==> config.mk <==
export PLATFORM = sky130hd
export DESIGN_NAME = scoreboard_ctrl_flat
export DESIGN_NICKNAME = d
export VERILOG_FILES = /design/src/rtl/scoreboard_ctrl_if.sv /design/src/rtl/scoreboard_ctrl.sv /design/src/flat_wrapper.sv
export SDC_FILE = /design/constraint.sdc
export NUM_CORES = 1
export LEC_CHECK = 0
export ABC_AREA = 1
export CAP_MARGIN = 10
export CORE_MARGIN = 1.5
export CORE_UTILIZATION = 60
export CTS_BUF_LIST = sky130_fd_sc_hd__clkbuf_4
export DETAILED_ROUTE_END_ITERATION = 16
export PLACE_DENSITY = 0.81
export SETUP_SLACK_MARGIN = 0.1
export SLEW_MARGIN = 20
export SYNTH_ARGS = -nofsm -noshare
export SYNTH_HDL_FRONTEND = slang
export SYNTH_SLANG_ARGS = --single-unit
export TNS_END_PERCENT = 5
==> constraint.sdc <==
create_clock -name clk -period 4.5 [get_ports clk]
set_clock_uncertainty 0.1 [all_clocks]
set_input_delay 0.9 -clock clk [delete_from_list [all_inputs] [get_ports clk]]
set_output_delay 0.9 -clock clk [all_outputs]
set_load 0.02 [all_outputs]
==> src/rtl/scoreboard_ctrl_if.sv <==
// Decode/execute/writeback <-> scoreboard controller bundle.
// master: pipeline side driving decode/kill/retire info; slave: the controller.
interface scoreboard_ctrl_if #(
  parameter int unsigned REG_COUNT = 32,
  parameter int unsigned REG_SIZE  = 5,
  parameter int unsigned STALL_W   = 32
);
  logic                 issueValidD;
  logic [REG_SIZE-1:0]  rs1D;
  logic [REG_SIZE-1:0]  rs2D;
  logic                 useRs1D;
  logic                 useRs2D;
  logic [REG_SIZE-1:0]  rdD;
  logic                 regWriteD;
  logic                 flushD;
  logic                 killE;
  logic [REG_SIZE-1:0]  killRdE;
  logic                 retireW;
  logic [REG_SIZE-1:0]  rdW;
  logic                 drainReq;

  logic                 stallD;
  logic                 issueD;
  logic                 bubbleE;
  logic                 drainDone;
  logic [REG_COUNT-1:0] busy;
  logic [STALL_W-1:0]   stallCount;
  logic                 sbErr;

  modport master (
    output issueValidD, rs1D, rs2D, useRs1D, useRs2D, rdD, regWriteD,
           flushD, killE, killRdE, retireW, rdW, drainReq,
    input  stallD, issueD, bubbleE, drainDone, busy, stallCount, sbErr
  );

  modport slave (
    input  issueValidD, rs1D, rs2D, useRs1D, useRs2D, rdD, regWriteD,
           flushD, killE, killRdE, retireW, rdW, drainReq,
    output stallD, issueD, bubbleE, drainDone, busy, stallCount, sbErr
  );
endinterface

==> src/rtl/scoreboard_ctrl.sv <==
// Decode-stage issue controller: per-register pending-write scoreboard,
// RAW/WAW-saturation stalls, E-stage bubbles, kill tracking and drain handshake.
module scoreboard_ctrl #(
  parameter int unsigned REG_COUNT = 32,
  parameter int unsigned REG_SIZE  = 5,
  parameter int unsigned PEND_W    = 2,
  parameter int unsigned STALL_W   = 32
) (
  input logic              clk,
  input logic              reset,
  scoreboard_ctrl_if.slave sb
);

  typedef enum logic [1:0] {RUN, DRAIN, DONE, HOLD} state_e;

  localparam logic [PEND_W-1:0] PEND_MAX = '1;
  localparam logic [PEND_W-1:0] PEND_ONE = PEND_W'(1);

  state_e               state_q;
  logic [PEND_W-1:0]    pend_q [REG_COUNT];
  logic [PEND_W-1:0]    pend_d [REG_COUNT];
  logic [REG_COUNT-1:0] busy_q, busy_d;
  logic [STALL_W-1:0]   stall_cnt_q;
  logic                 sb_err_q;
  logic                 drain_done_q;

  logic [PEND_W-1:0]    pend_rs1, pend_rs2, pend_rd;
  logic                 raw1, raw2, waw, stall, issue;
  logic                 clamp, all_idle_d;

  // A retire in this cycle makes the value readable (regfile writes on negedge),
  // so it lifts the hazard when it is the last pending write.
  always_comb begin
    pend_rs1 = pend_q[sb.rs1D];
    pend_rs2 = pend_q[sb.rs2D];
    pend_rd  = pend_q[sb.rdD];
    raw1 = sb.useRs1D && (sb.rs1D != '0) && (pend_rs1 != '0) &&
           !(sb.retireW && (sb.rdW == sb.rs1D) && (pend_rs1 == PEND_ONE));
    raw2 = sb.useRs2D && (sb.rs2D != '0) && (pend_rs2 != '0) &&
           !(sb.retireW && (sb.rdW == sb.rs2D) && (pend_rs2 == PEND_ONE));
    waw  = sb.regWriteD && (sb.rdD != '0) && (pend_rd == PEND_MAX) &&
           !(sb.retireW && (sb.rdW == sb.rdD));
    stall = sb.issueValidD && !sb.flushD && (raw1 || raw2 || waw || (state_q != RUN));
    issue = sb.issueValidD && !sb.flushD && !stall;
  end

  assign sb.stallD     = stall;
  assign sb.issueD     = issue;
  assign sb.bubbleE    = !issue;
  assign sb.drainDone  = drain_done_q;
  assign sb.busy       = busy_q;
  assign sb.stallCount = stall_cnt_q;
  assign sb.sbErr      = sb_err_q;

  // All increment/decrement sources are summed before clamping to [0,MAX].
  always_comb begin : upd
    int net;
    net        = 0;
    clamp      = 1'b0;
    all_idle_d = 1'b1;
    busy_d     = '0;
    pend_d[0]  = '0;
    for (int unsigned r = 1; r < REG_COUNT; r++) begin
      net = int'(pend_q[r]);
      if (issue && sb.regWriteD && (sb.rdD == REG_SIZE'(r))) net = net + 1;
      if (sb.retireW && (sb.rdW == REG_SIZE'(r)))            net = net - 1;
      if (sb.killE && (sb.killRdE == REG_SIZE'(r)))          net = net - 1;
      if (net < 0) begin
        pend_d[r] = '0;
        clamp     = 1'b1;
      end else if (net > int'(PEND_MAX)) begin
        pend_d[r] = PEND_MAX;
        clamp     = 1'b1;
      end else begin
        pend_d[r] = PEND_W'(net);
      end
      if (pend_d[r] != '0) begin
        busy_d[r]  = 1'b1;
        all_idle_d = 1'b0;
      end
    end
  end

  always_ff @(posedge clk or negedge reset) begin
    if (!reset) begin
      state_q      <= RUN;
      for (int unsigned r = 0; r < REG_COUNT; r++) pend_q[r] <= '0;
      busy_q       <= '0;
      stall_cnt_q  <= '0;
      sb_err_q     <= 1'b0;
      drain_done_q <= 1'b0;
    end else begin
      pend_q       <= pend_d;
      busy_q       <= busy_d;
      drain_done_q <= 1'b0;
      if (clamp) sb_err_q <= 1'b1;
      if (stall && (stall_cnt_q != '1)) stall_cnt_q <= stall_cnt_q + STALL_W'(1);
      case (state_q)
        RUN:   if (sb.drainReq) state_q <= DRAIN;
        DRAIN: begin
          if (!sb.drainReq) begin
            state_q <= RUN;
          end else if (all_idle_d) begin
            state_q      <= DONE;
            drain_done_q <= 1'b1;
          end
        end
        DONE:  state_q <= sb.drainReq ? HOLD : RUN;
        HOLD:  if (!sb.drainReq) state_q <= RUN;
        default: state_q <= RUN;
      endcase
    end
  end

endmodule

==> src/flat_wrapper.sv <==
// flat-port wrapper written by rule: the top's interface ports become plain ports
module scoreboard_ctrl_flat 
#(
  parameter int unsigned REG_COUNT = 32,
  parameter int unsigned REG_SIZE  = 5,
  parameter int unsigned PEND_W    = 2,
  parameter int unsigned STALL_W   = 32
)
  (clk, reset, sb_issueValidD, sb_rs1D, sb_rs2D, sb_useRs1D, sb_useRs2D, sb_rdD, sb_regWriteD, sb_flushD, sb_killE, sb_killRdE, sb_retireW, sb_rdW, sb_drainReq, sb_stallD, sb_issueD, sb_bubbleE, sb_drainDone, sb_busy, sb_stallCount, sb_sbErr);
  scoreboard_ctrl_if #(.REG_COUNT(REG_COUNT), .REG_SIZE(REG_SIZE), .STALL_W(STALL_W)) sb_i ();
  input logic clk;
  input logic reset;
  input wire logic [$bits(sb_i.issueValidD)-1:0] sb_issueValidD;
  input wire logic [$bits(sb_i.rs1D)-1:0] sb_rs1D;
  input wire logic [$bits(sb_i.rs2D)-1:0] sb_rs2D;
  input wire logic [$bits(sb_i.useRs1D)-1:0] sb_useRs1D;
  input wire logic [$bits(sb_i.useRs2D)-1:0] sb_useRs2D;
  input wire logic [$bits(sb_i.rdD)-1:0] sb_rdD;
  input wire logic [$bits(sb_i.regWriteD)-1:0] sb_regWriteD;
  input wire logic [$bits(sb_i.flushD)-1:0] sb_flushD;
  input wire logic [$bits(sb_i.killE)-1:0] sb_killE;
  input wire logic [$bits(sb_i.killRdE)-1:0] sb_killRdE;
  input wire logic [$bits(sb_i.retireW)-1:0] sb_retireW;
  input wire logic [$bits(sb_i.rdW)-1:0] sb_rdW;
  input wire logic [$bits(sb_i.drainReq)-1:0] sb_drainReq;
  output wire logic [$bits(sb_i.stallD)-1:0] sb_stallD;
  output wire logic [$bits(sb_i.issueD)-1:0] sb_issueD;
  output wire logic [$bits(sb_i.bubbleE)-1:0] sb_bubbleE;
  output wire logic [$bits(sb_i.drainDone)-1:0] sb_drainDone;
  output wire logic [$bits(sb_i.busy)-1:0] sb_busy;
  output wire logic [$bits(sb_i.stallCount)-1:0] sb_stallCount;
  output wire logic [$bits(sb_i.sbErr)-1:0] sb_sbErr;
  assign sb_i.issueValidD = sb_issueValidD;
  assign sb_i.rs1D = sb_rs1D;
  assign sb_i.rs2D = sb_rs2D;
  assign sb_i.useRs1D = sb_useRs1D;
  assign sb_i.useRs2D = sb_useRs2D;
  assign sb_i.rdD = sb_rdD;
  assign sb_i.regWriteD = sb_regWriteD;
  assign sb_i.flushD = sb_flushD;
  assign sb_i.killE = sb_killE;
  assign sb_i.killRdE = sb_killRdE;
  assign sb_i.retireW = sb_retireW;
  assign sb_i.rdW = sb_rdW;
  assign sb_i.drainReq = sb_drainReq;
  assign sb_stallD = sb_i.stallD;
  assign sb_issueD = sb_i.issueD;
  assign sb_bubbleE = sb_i.bubbleE;
  assign sb_drainDone = sb_i.drainDone;
  assign sb_busy = sb_i.busy;
  assign sb_stallCount = sb_i.stallCount;
  assign sb_sbErr = sb_i.sbErr;
  scoreboard_ctrl #(.REG_COUNT(REG_COUNT), .REG_SIZE(REG_SIZE), .PEND_W(PEND_W), .STALL_W(STALL_W)) u_core (.clk(clk), .reset(reset), .sb(sb_i));
endmodule
==> flow_summary.yaml, run 1 <==
floorplan:
  boundaryPins: 104
  die_h_um: 167
  num_rows: 60
  die-width_um: 167
  start_util_pct: 60.7
placement:
  io_buffers: 102
  placed_cells_incl_taps: 3804
  hpwl_um: 54500
  placed_area_um2: 22000
  gp_congestion: 1.21
  pre_cts_slack_ps: -1660
synth:
  yosys_most_used_dff: "dfrtp_1"
  synth_edf_count: 0
  ys_ff_latch: 129
  synth.distinct_cells: 57
  ys_seq_area_share_pct: 19.9
  postSynthCellCount: 2812
  synthArstFlopShare_pct: 100
  syn_area_um2: 16200
  syn-num-nets: 2972
  avgSynthCellArea_um2: 5.77
  yosysWarnings: 0
sta:
  endpoint_type: "register input"
  grt_repair_worst_endpoint: "u_core.state_q[1]$_DFFE_PN0P_/D"
grt:
  grtUsageTotal_pct: 80.3
  overflow: 51
  grt_max_degree: 89
clock_tree:
  cts_max_level: 4
  cts_made_buffers: 17
  cts_sinks: 129
  clockBufferDepth: 2
  ctsRootBufferMaster: "clkbuf_4"
status:
  stop_error: "[ERROR GRT-0232] Routing congestion too high. Check the congestion heatmap in the GUI."
  status: "stopped before the end"
  stop_stage: "5_1_grt"
-- timing repair --
item	4_1_cts
setup endpoints to repair	60
gates cloned	0
gates resized for setup	49
pin swaps	10
hold buffers	0
setup buffers	2
-- metal layers --
metal	GRT usage, %	overflow
met1	78.2	0
met2	95.9	24
met3	68.4	0
met4	82.4	27
met5	34.4	0
-- through the flow --
step,hold WS [ps],util [%]
floorplan,359,-
global placement,386,82.5
detailed placement,405,82.5
CTS,278,84.2
-- synth_stat cells, drive strengths merged, types with 2 or more instances --
library cell | instances | area share, %
nor3 | 28 | 0.93
a211oi | 2 | 0.093
o21ai | 79 | 2.6
clkbuf | 12 | 0.29
nand4 | 60 | 2.5
nor3b | 2 | 0.12
nand3 | 341 | 11
inv | 432 | 10
o211ai | 13 | 0.60
a21oi | 59 | 1.8
nand3b | 14 | 0.65
ha | 125 | 9.6
and3 | 3 | 0.12
or3 | 2 | 0.077
nand2 | 1019 | 24
nor2 | 332 | 8.1
o22ai | 5 | 0.19
or2 | 23 | 0.89
buf | 44 | 2.2
mux2i | 2 | 0.12
a31oi | 2 | 0.077
xor2 | 43 | 2.3
o21a | 3 | 0.14
and2 | 4 | 0.15
nor4 | 3 | 0.12
xnor2 | 16 | 0.86
a21boi | 6 | 0.28
o21bai | 4 | 0.21
clkinv | 2 | 0.046
dfrtp | 129 | 20
-- kinds of logic after synthesis --
| logic type | synth area share (%) |
|---|---|
| adders and majority gates | 9.64 |
| buffers and inverters | 12.6 |
| xor gates and xnor gates | 3.19 |
| other | 0.0231 |
| AOI/OAI and AO/OA | 6.10 |
| and+or+nand+nor | 48.5 |
| muxes | 0.123 |
| DFF | 19.9 |
==> run 2: changes to the inputs <==
Settings changed: CORE_UTILIZATION 60 to 40, CTS_BUF_LIST sky130_fd_sc_hd__clkbuf_4 to unset, PLACE_DENSITY 0.81 to unset, PLACE_DENSITY_LB_ADDON set to 0.15, SETUP_SLACK_MARGIN 0.1 to unset.
==> flow_summary.yaml, run 2 <==
synth:
  yosys_most_used_dff: "dfrtp_1"
  synthArstFlopShare_pct: 100
  postSynthCellCount: 2812
  syn-num-nets: 2972
  avgSynthCellArea_um2: 5.77
  ys_ff_latch: 129
  synth.distinct_cells: 57
  yosysTopAreaCell: "nand2_1"
  synth_top_area_share_pct: 23.1
  syn_area_um2: 16200
  yosysWarnings: 0
  netlist_top_cells_area: "nand2_1 (23%), dfrtp_1 (20%), nand3_1 (10%)"
  ys_seq_area_share_pct: 19.9
  synth_common_cells: "nand2_1 (1000), inv_1 (419), nand3_1 (330), nor2_1 (316), dfrtp_1 (129)"
  synth_edf_count: 0
  yosysMostFrequentCell: "nand2_1"
grt:
  grt_pass1_vias: 20055
  overflow: 0
  grt_pass1_wl_um: 110000
  antenna_found_initial: 1
  grt_max_degree: 71
  grtUsageTotal_pct: 34.9
worst_setup_path:
  path_class: "input port to flop"
  cp_data_arrival_time_ps: 5240
  critPathCaptureType: "flop"
  crit_fanout: 7
  crit-reg2reg-launch: "u_core.pend_q[8]"
  ff2ff_path_depth: 39
  critical_path_required_ps: 4840
  r2r_slack_ps: -220
  worst_path_most_repeated_cell: "nand2_2"
  r2r-end: "u_core.state_q[1]"
  max_stage_delay_ps: 240
  cp-start-kind: "input port"
  cp_slowest_cell: "or2_4"
clock_tree:
  clockBufferDepth: 2
  clk_pin_slew_ps: 70
  cts_max_level: 4
  clock_latency_ps: 500
  tritoncts: "done"
  ctsRootBufferMaster: "clkbuf_16"
  cts_sinks: 129
  cts_made_buffers: 17
  ctsHoldBuffers: 0
pwr:
  cellLeakagePower_nw: 13.9
  vdd_ir_drop_max_mv: 0.278
  power_density_nw_per_um2: 426
floorplan:
  die-width_um: 204
  die_h_um: 204
  start_util_pct: 40.6
  dieArea_um2: 41800
  core_um2: 39900
  num_rows: 73
  boundaryPins: 104
route:
  vias: 21500
  ant_nets: 0
  dr.pass1.iters: 6
  met2_length_um: 33800
  top_layer: "met4"
  drt_iter0_drc: 1625
  via_per_inst: 5.15
  drt-met1-wl_um: 32100
  met3WireLength_um: 5400
  drc: 0
  drt_wl_total_um: 75000
  avgRoutedWirePerCell_um: 18.0
run:
  maxCapViolCount: 0
sta:
  rsz0062_at_grt: "true"
  slew_headroom_pct: 45.8
  drv_slew: 0
  hold_violations: 0
  post-route-period-util_pct: 109
  fin_crit_ps: 4890
  tns_ps: -1680
  worstMarginPinSlew_ps: 812
  setup_violations: 6
  worst_slack_ps: -394
  fmax_mhz: 204
layout:
  final_cell_mix: "nand2_1 (864), buf_4 (705), inv_1 (404), nor2_1 (281), nand3_1 (278)"
  area_growth_pct: 57.5
  finalInstanceArea_um2: 25600
  finish.utilization_pct: 64.0
  layout_commonest_cell: "nand2_1"
  drive_above_1_share_pct: 32.6
  nets: 3796
  largest_register_ffs: 62
  regMostFlops: "u_core.pend_q"
min_path:
  min_path_type: "input port to async pin"
placement:
  gp_congestion: 1.07
  hpwl_um: 58700
  placed_area_um2: 23000
  io_buffers: 102
  pre_cts_slack_ps: -1610
status:
  status: "finished, violations left"
  violations: "negative setup slack"
run 2: what timing repair did:
item / 4_1_cts / 5_1_grt
pin swaps: 16 / 185
setup buffers: 6 / 52
gates resized for setup: 87 / 354
endpoints found under the setup margin: 78 / 98
cloned: 3 / 6
run 2: power by group:
group / internal, mW / switching, mW / leakage [nW]
Clock: 0.786 / 0.699 / 0.289
Combinational: 3.49 / 3.88 / 12.2
Sequential: 1.56 / 0.479 / 1.47
Total: 5.84 / 5.06 / 13.9
run 2: layout make-up:
class	count	area, µm²
multi-input cells	2193	12200
clock inverters	15	160
diodes	2	5.00
clock buffers	17	425
inverters	434	1650
fillers	3762	14400
well taps	525	657
flip-flops and latches	129	3230
repair buffers	861	7250
run 2: worst max-delay path, delay by kind of cell:
family          cells  cell delay (ps)
compound gates      1              180
fa+ha+maj           2              390
buf+inv            10             1040
simple gates       30             2720
run 2: cell families after synthesis:
| kind of cell | Yosys count | synth area share, % |
|---|---|---|
| multiplexers | 2 | 0.123 |
| adder cells (fa/ha/maj) | 125 | 9.64 |
| flip-flops | 129 | 19.9 |
| AND/OR/NAND/NOR | 1832 | 48.5 |
| other | 1 | 0.0231 |
| AO/OA/AOI/OAI | 174 | 6.10 |
| buffers and inverters | 490 | 12.6 |
| XOR/XNOR | 59 | 3.19 |
run 2: worst max-delay path by stage:
stage          startpoint                end
2_1_floorplan   sb_rdD[0]  u_core.state_q[1]
3_3_place_gp   sb_rs1D[0]  u_core.state_q[1]
3_5_place_dp   sb_rs1D[0]  u_core.state_q[1]
4_1_cts        sb_rs1D[1]    u_core.sb.sbErr
5_1_grt         sb_rdW[0]  u_core.state_q[1]
6_report        sb_rdD[0]  u_core.state_q[1]
run 2: per-stage QoR:
step                      std cells  hold WS (ps)  power [mW]
final                          4176           272        10.9
after global routing           4174           317        11.8
after CTS                      4120           279        10.2
after detailed placement       4079           394        8.58
after global placement         4079           392        8.41
after floorplan                2812           359        5.05
run 2: per-layer routing:
metal  GRT usage [%]  vias up
met3            6.17      175
met4            17.5        0
met2            56.0      785
met1            44.8    10007
li1                -    10533
met5               0        -
No activity file was read; power rests on OpenSTA's default activity.
